<file path="src/rtl/gsd_pkg.sv">
// gray_stream_decoder shared constants and slot-mapping helpers.
// Default word width and the trailing-zero based slot decode.
package gsd_pkg;

  localparam int NBITS_DEF = 10;
  localparam logic [3:0] SLOT_IDLE = 4'hF;

  // Index of the lowest set bit; 16 when v is zero.
  function automatic logic [4:0] tz(input logic [15:0] v);
    logic [4:0] n;
    n = 5'd16;
    for (int i = 15; i >= 0; i--) begin
      if (v[i]) n = 5'(i);
    end
    return n;
  endfunction

  function automatic logic [3:0] slot_of(
    input logic [4:0] j,
    input int         nbits
  );
    logic [3:0] s;
    s = SLOT_IDLE;
    if (j != 5'd0 && int'(j) <= nbits) begin
      s = 4'(nbits - int'(j));
    end
    return s;
  endfunction

endpackage

</file>
<file path="src/rtl/gsd_slot_decode.sv">
// Frame counter to word-bit slot decode for gray_stream_decoder.
// Odd counts and zero are idle; otherwise bit = NBITS - tz(c).
module gsd_slot_decode
  import gsd_pkg::*;
#(
  parameter int NBITS = NBITS_DEF
) (
  input  logic [NBITS:0] c,
  output logic [3:0]     slot_idx,
  output logic           idle
);

  logic [4:0] j;

  always_comb begin
    j        = tz(16'(c));
    slot_idx = slot_of(j, NBITS);
    idle     = (slot_idx == SLOT_IDLE);
  end

endmodule

</file>
<file path="src/rtl/gray_stream_decoder.sv">
// Rebuilds one NBITS word per frame from the muxed serial stream.
// GSD_DENSITY_EN adds a per-frame ones counter on the density port.
module gray_stream_decoder
  import gsd_pkg::*;
#(
  parameter int NBITS = NBITS_DEF
) (
  input  logic             clk_ext,
  input  logic             rstb_ext,
  input  logic             sync_clr,
  input  logic             in_bit,
  output logic [NBITS-1:0] word_out,
  output logic             word_valid,
  output logic             word_err,
  output logic [3:0]       slot_idx,
  output logic [NBITS:0]   density
);

  localparam logic [NBITS:0] C_LAST = '1;
  localparam logic [NBITS:0] C_ONE =
    {{NBITS{1'b0}}, 1'b1};

  logic [NBITS:0]   c;
  logic [NBITS-1:0] shadow;
  logic [NBITS-1:0] seen;
  logic [NBITS-1:0] sel;
  logic             err;
  logic             idle;
  logic             frame_end;
  logic             mismatch;

  gsd_slot_decode #(
    .NBITS(NBITS)
  ) u_dec (
    .c       (c),
    .slot_idx(slot_idx),
    .idle    (idle)
  );

  always_comb begin
    sel = '0;
    for (int b = 0; b < NBITS; b++) begin
      if (!idle && slot_idx == 4'(b)) sel[b] = 1'b1;
    end
  end

  assign frame_end = (c == C_LAST);
  assign mismatch  =
    |(sel & seen & (shadow ^ {NBITS{in_bit}}));

  always_ff @(posedge clk_ext or negedge rstb_ext) begin
    if (!rstb_ext) begin
      c          <= '0;
      shadow     <= '0;
      seen       <= '0;
      err        <= 1'b0;
      word_out   <= '0;
      word_valid <= 1'b0;
      word_err   <= 1'b0;
    end else begin
      word_valid <= 1'b0;
      if (sync_clr) begin
        c      <= '0;
        shadow <= '0;
        seen   <= '0;
        err    <= 1'b0;
      end else if (frame_end) begin
        c          <= '0;
        word_out   <= shadow;
        word_valid <= 1'b1;
        word_err   <= err | ~&seen;
        shadow     <= '0;
        seen       <= '0;
        err        <= 1'b0;
      end else begin
        c      <= c + C_ONE;
        shadow <= (shadow & ~sel) |
                  (sel & {NBITS{in_bit}});
        seen   <= seen | sel;
        if (mismatch) err <= 1'b1;
      end
    end
  end

`ifdef GSD_DENSITY_EN
  logic [NBITS:0] ones;

  always_ff @(posedge clk_ext or negedge rstb_ext) begin
    if (!rstb_ext) begin
      ones    <= '0;
      density <= '0;
    end else if (sync_clr) begin
      ones <= '0;
    end else if (frame_end) begin
      density <= ones;
      ones    <= '0;
    end else if (!idle) begin
      ones <= ones + {{NBITS{1'b0}}, in_bit};
    end
  end
`else
  assign density = '0;
`endif

endmodule

</file>
<file path="config.mk">
export PLATFORM = sky130hd
export DESIGN_NAME = gray_stream_decoder
export DESIGN_NICKNAME = d
export VERILOG_FILES = /design/src/rtl/gsd_pkg.sv /design/src/rtl/gsd_slot_decode.sv /design/src/rtl/gray_stream_decoder.sv
export SDC_FILE = /design/constraint.sdc
export NUM_CORES = 1
export LEC_CHECK = 0
export CORE_ASPECT_RATIO = 0.75
export CORE_MARGIN = 4
export CORE_UTILIZATION = 59
export CTS_CLUSTER_SIZE = 8
export DETAILED_ROUTE_END_ITERATION = 12
export PLACE_DENSITY = 0.84
export SLEW_MARGIN = 10
export SYNTH_ARGS = -nofsm -noshare
export SYNTH_HDL_FRONTEND = slang
export SYNTH_SLANG_ARGS = --single-unit
</file>
<file path="constraint.sdc">
create_clock -name clk_ext -period 8.2 [get_ports clk_ext]
set_clock_uncertainty 0.05 [all_clocks]
set_input_delay 1.64 -clock clk_ext [delete_from_list [all_inputs] [get_ports clk_ext]]
set_output_delay 1.64 -clock clk_ext [all_outputs]
set_load 0.05 [all_outputs]
</file>
Word-level counts from Yosys, hierarchy flattened
Cells that the tools add are included.
{ "totals": {"in_bits": 4, "reg_bits": 44, "wordCells": 83} }
{ "op_classes": {"n_addsub": 2, "muxes": 33, "bitwise_logic": 10, "n_eq_ne": 11, "order_cmp": 1, "reduce_logical": 19} }
{ "ops": {"columns": ["op", "count"], "rows": [
  ["2-to-1 mux 5 bit", 11],
  ["bitwise AND 10 bit", 4],
  ["2-to-1 mux 10 bit", 4],
  ["2-to-1 mux 11 bit", 2],
  ["OR 10 bit", 2],
  ["equality test 4 x 3 -> 1 bit, second input constant", 4],
  ["2-to-1 mux 1 bit", 15],
  ["equality test 4 bit, second input constant", 3],
  ["adder 11 x 1 -> 11 bit, second input constant", 1],
  ["equality test 11 bit, second input constant", 1],
  ["logical AND 1 bit", 11],
  ["NOT 10 bit", 1],
  ["AND reduction 10 bit", 1],
  ["OR reduction 10 bit", 1],
  ["XOR 10 bit", 1],
  ["equality test 4 x 2 -> 1 bit, second input constant", 2],
  ["less-or-equal comparator 5 x 4 -> 1 bit, second input constant", 1],
  ["nonzero test 5 bit", 1],
  ["equality test 4 x 1 -> 1 bit, second input constant", 1],
  ["logical NOT 4 bit", 1],
  ["2-to-1 mux 4 bit", 1],
  ["subtractor 4 bit, first input constant", 1],
  ["nonzero test 3 bit", 1],
  ["logical NOT 1 bit", 2],
  ["3 further kinds", 3]
]} }

Depth between registers and ports, before layout
{ "logic_depth": {"ltp_word": 24, "ltp_mapped": 13, "mapped_depth_nobuf": 11} }

Cells and area by module
Synthesis repeated with hierarchy kept, for this count alone.
{ "hier_totals": {"cells_unflattened": 236, "area_unflattened_um2": 2396.0} }
{ "by_module_without_submodules": {"columns": ["mod", "seq_area_each_um2", "cells_each", "instances", "area_per_inst_um2"], "rows": [
  ["gray_stream_decoder", 1101.1, 200, 1, 2150.8],
  ["gsd_slot_decode", 0.0, 36, 1, 245.2]
]} }

Worst setup path before layout
Ideal clock, no wire load.
{ "synth_timing": {"path_kind": "register -> output", "start": "reg c[8]", "end": "out slot_idx[2]", "required_ps": 6510, "t_arrival_ps": 2438, "n_path_buf": 1, "setup_slack_ps": 4072, "stages_incl_launch_ff": 10, "path_cell_list": "dfrtp_1 nand2b_1 a221o_1 a21oi_4 inv_2 buf_2 ha_1 o41a_1 a41oi_4 or2b_1"} }
{ "synth_via": {"elab_chain_cells": 12, "word_cells_on_any_way": 14, "classes_between": "add/sub: 1; order compare: 1; mux: 10; reduce/logical: 2"} }
{ "synth_rtl": {"columns": ["item", "line_no", "text"], "rows": [
  ["from (decl)", "gray_stream_decoder.sv:23", "logic [NBITS:0] c;"],
  ["from (signal assigned)", "gray_stream_decoder.sv:76", "c <= c + C_ONE;"],
  ["2-to-1 mux 5 bit (*) (9 in series)", "gsd_pkg.sv:13", "if (v[i]) n = 5'(i);"],
  ["less-or-equal comparator 5 x 4 -> 1 bit / nonzero test 5 bit (equally long branches)", "gsd_pkg.sv:24", "if (j != 5'd0 && int'(j) <= nbits) begin"],
  ["logical AND 1 bit", "gsd_pkg.sv:24", null],
  ["2-to-1 mux 4 bit (*)", "gsd_pkg.sv:24", null],
  ["to (decl)", "gray_stream_decoder.sv:15", "output logic [3:0] slot_idx,"]
]} }
Every way passes the cells marked *; elsewhere a longest branch is shown, timed or not.

Worst setup path in the final report
Ends and elaborated chain as after synthesis.

==> insert_results.sql <==
INSERT INTO impl_metrics (metric_group, metric, value, unit) VALUES
('logic_synthesis', 'netlist_instances', '246', ''),
('drt', 'detailedRoute.firstPassIterationCount', '4', ''),
('drt', 'via_per_inst', '5.57', ''),
('critical_path', 'criticalPathCategory', 'register to output pin', ''),
('floorplanning', 'placeableCoreArea', '0.00380', 'mm²'),
('timing', 'report.final.hold_viol_count', '0', ''),
('layout', 'diodes', '0', ''),
('logic_synthesis', 'postSynthRegisterBits', '44', ''),
('drt', 'drc', '0', ''),
('critical_path', 'worst-r2r-cell-count', '8', ''),
('global_route', 'pin_count_of_the_biggest_net_entering_global_routing', '45', ''),
('logic_synthesis', 'async_reset_ff_share', '100', '%'),
('timing', 'tightest_slew', '948', 'ps'),
('floorplanning', 'initial_core_util', '63.6', '%'),
('placed_design', 'place_hpwl', '3.43', 'mm'),
('drt', 'detailroute.via_count', '1731', ''),
('worst_hold_path', 'worstHoldStart', 'word_out[2]$_DFFE_PN0P_', ''),
('clocking', 'htreeDepth', '2', ''),
('drt', 'average_detailed_routed_wire_length_per_instance', '15.1', 'µm'),
('critical_path', 'start_kind', 'register', ''),
('layout', 'layout.nets', '265', ''),
('clocking', 'cts_tree', 'built', ''),
('power', 'max-vdd-ir-drop', '113', 'µV'),
('critical_path', 'worst_r2r_startpoint', 'c[8]$_DFF_PN0_', ''),
('critical_path', 'path_max_fanout', '12', ''),
('logic_synthesis', 'yosys_most_used_dff', 'dfrtp_1', ''),
('logic_synthesis', 'post_synth_instance_area', '0.00242', 'mm²'),
('run_status', 'result_of_the_run', 'complete, no violations', ''),
('timing', 'post-route-period-util', '61.8', '%'),
('floorplanning', 'io-pin-count', '31', ''),
('timing', 'final_max_slew_viol_count', '0', ''),
('clocking', 'cts_buffers', '5', ''),
('logic_synthesis', 'postSynthAreaPerCell', '9.84', 'µm²'),
('clocking', 'clk-insertion-delay-late', '290', 'ps'),
('flow_run', 'drv.max_cap_violation_count', '0', ''),
('floorplanning', 'die_outline_width', '82.0', 'µm'),
('global_route', 'grt_first_pass_wirelength', '8.01', 'mm'),
('floorplanning', 'floorplan.die_area', '0.00520', 'mm²'),
('clocking', 'cts.repair.resized', '0', ''),
('critical_path', 'end_kind', 'output pin', ''),
('drt', 'ant_nets', '0', ''),
('critical_path', 'worstPathArrival', '3370', 'ps'),
('critical_path', 'r2r_slack', '5080', 'ps'),
('power', 'power_leakage', '1.16', 'nW'),
('logic_synthesis', 'synth_enable_flop_cells', '0', ''),
('layout', 'most-common-layout-cells', 'nor2_1, dfrtp_1, clkdlybuf4s50_1', ''),
('timing', 'slew_headroom', '36.8', '%'),
('critical_path', 'r2r_end', 'shadow[9]$_DFF_PN0_', ''),
('layout', 'post_layout_nonfiller_instances', '311', ''),
('layout', 'layout_commonest_cell', 'nor2_1', ''),
('clocking', 'cts_buffer_depth', '2', ''),
('clocking', 'post-cts-setup-buffer-count', '0', ''),
('clocking', 'clock_transition_at_the_registers_of_the_reported_paths', '80', 'ps'),
('timing', 'max_freq', '197', 'MHz'),
('logic_synthesis', 'synth_seq_area_share', '45.5', '%'),
('logic_synthesis', 'post_synth_num_cell_types', '51', ''),
('global_route', 'gr-usage-all-layers', '20.0', '%'),
('drt', 'drt_first_iter_violations', '159', ''),
('logic_synthesis', 'synth_warnings', '0', ''),
('timing', 'final-setup-viol-count', '0', ''),
('clocking', 'numClockSinks', '44', ''),
('power', 'cellPowerDensity', '158', 'mW/mm²'),
('global_route', 'antenna_violations_before_repair', '0', ''),
('layout', 'p_r_area_growth_vs_syn', '8.79', '%'),
('critical_path', 'worst_ep_required_time', '6510', 'ps'),
('timing', 'grt_setup_unrepaired', 'no', ''),
('placed_design', 'finalWeightedCongestion', '0.952', ''),
('worst_hold_path', 'hold_end', 'word_out[2]$_DFFE_PN0P_', ''),
('worst_hold_path', 'hold_path_depth', '1', ''),
('timing', 'timing.final.crit_period', '5060', 'ps'),
('timing', 'totalNegativeSetupSlack', '0', 'ps'),
('placed_design', 'placedCellCount', '304', ''),
('global_route', 'grt_remaining_overflow', '0', ''),
('clocking', 'clockRootBuffer', 'clkbuf_8', ''),
('worst_hold_path', 'worst_min_delay_path_class', 'register to register', ''),
('floorplanning', 'floorplan.die.height', '63.5', 'µm'),
('clocking', 'post_cts_hold_buffer_count', '0', ''),
('placed_design', 'numPortBuffers', '19', ''),
('layout', 'post_route_cells_drive_above_1_share', '9.27', '%'),
('global_route', 'via_count_of_the_first_global_routing_pass', '1598', ''),
('drt', 'finalWirelength', '4.70', 'mm'),
('floorplanning', 'placement_rows', '19', '');
## cells in the mapped netlist, types with 2 or more instances
cell type	instances	area share [%]
a21o_1	4	1.2
a21oi_1	9	1.9
a31oi_1	2	0.52
buf_2	8	1.7
buf_4	12	3.7
buf_6	2	0.93
dfrtp_1	44	46
ha_1	2	1.0
inv_1	7	1.1
mux2_1	7	3.3
mux2_2	3	1.4
mux2i_1	7	2.9
nand2_1	14	2.2
nand2_2	2	0.52
nand3_1	12	2.5
nand4_1	4	1.0
nor2_1	45	7.0
nor3_1	5	1.0
nor3_2	3	1.2
nor4_1	2	0.52
o21ai_0	3	0.62
o21ai_1	2	0.41
or3_1	2	0.52
xnor2_1	7	2.5
xor2_1	12	4.3
## cell families after synthesis
family / after synthesis / share of synthesized area, %
DFF: 44 / 45.5
other: 1 / 0.155
muxes: 17 / 7.55
AOI/OAI and AO/OA: 31 / 10.0
and+or+nand+nor: 101 / 21.1
adders and majority gates: 2 / 1.03
xor gates and xnor gates: 19 / 6.88
buffers and inverters: 31 / 7.70
## registers in the layout (all words and copies together), names as in the netlist
| name | count |
|---|---|
| word_err | 1 |
| err | 1 |
| word_valid | 1 |
| shadow | 10 |
| seen | 10 |
| c | 11 |
| word_out | 10 |
## metal layers
metal / part of all wire, % / track usage (%) / vias to the layer above / wire, µm
met5: 0 / 0 / - / 0
met4: 0.72 / 4.98 / 0 / 34
met3: 6.6 / 4.70 / 5 / 312
met2: 43 / 26.7 / 61 / 2000
met1: 50 / 32.1 / 823 / 2350
li1: - / - / 842 / -
## worst max path at each step
stage	startpoint	to	slack (ps)	cells past startpoint
6_report	c[8]$_DFF_PN0_	slot_idx[2]	3140	9
5_1_grt	c[5]$_DFF_PN0_	slot_idx[2]	2970	9
4_1_cts	c[8]$_DFF_PN0_	slot_idx[2]	3140	9
3_5_place_dp	c[8]$_DFF_PN0_	slot_idx[2]	3460	9
3_3_place_gp	c[8]$_DFF_PN0_	slot_idx[2]	3540	9
2_1_floorplan	c[8]$_DFF_PN0_	slot_idx[2]	4070	9
## area by class of cell
type	instances	area (µm²)
Clock buffer	5	68.8
Fill cell	299	1170
Tap cell	52	65.1
Inverter	8	30.0
Sequential cell	44	1100
Multi-Input combinational cell	181	1170
Timing Repair Buffer	19	185
Clock inverter	2	12.5
## stage by stage
step                      hold WS, ps  utilization, %  worst slack, ps  power, mW  cell area (µm²)
after global routing              456            69.2             2970      0.432             2630
after CTS                         442            69.2             3140      0.418             2630
after floorplan                   434               -             4070      0.279             2460
after detailed placement          425            67.1             3460      0.290             2550
after global placement            418            67.1             3540      0.288             2550
final                             440            69.2             3140      0.416             2630
## worst max-delay path: stages, from the launching register on
cell,delay [ps]
dfrtp_1,440
nand2b_1,180
a221o_1,350
a21oi_4,230
inv_2,150
ha_1,260
o41a_1,170
a41oi_4,330
or2b_1,270
clkdlybuf4s50_1,700
## power by group
group	total (mW)	internal, mW	leakage (nW)	switching (mW)
Combinational	0.0628	0.0163	0.511	0.0465
Clock	0.130	0.0577	0.0400	0.0722
Sequential	0.223	0.219	0.612	0.00415
No activity file was read; power rests on OpenSTA's default activity.
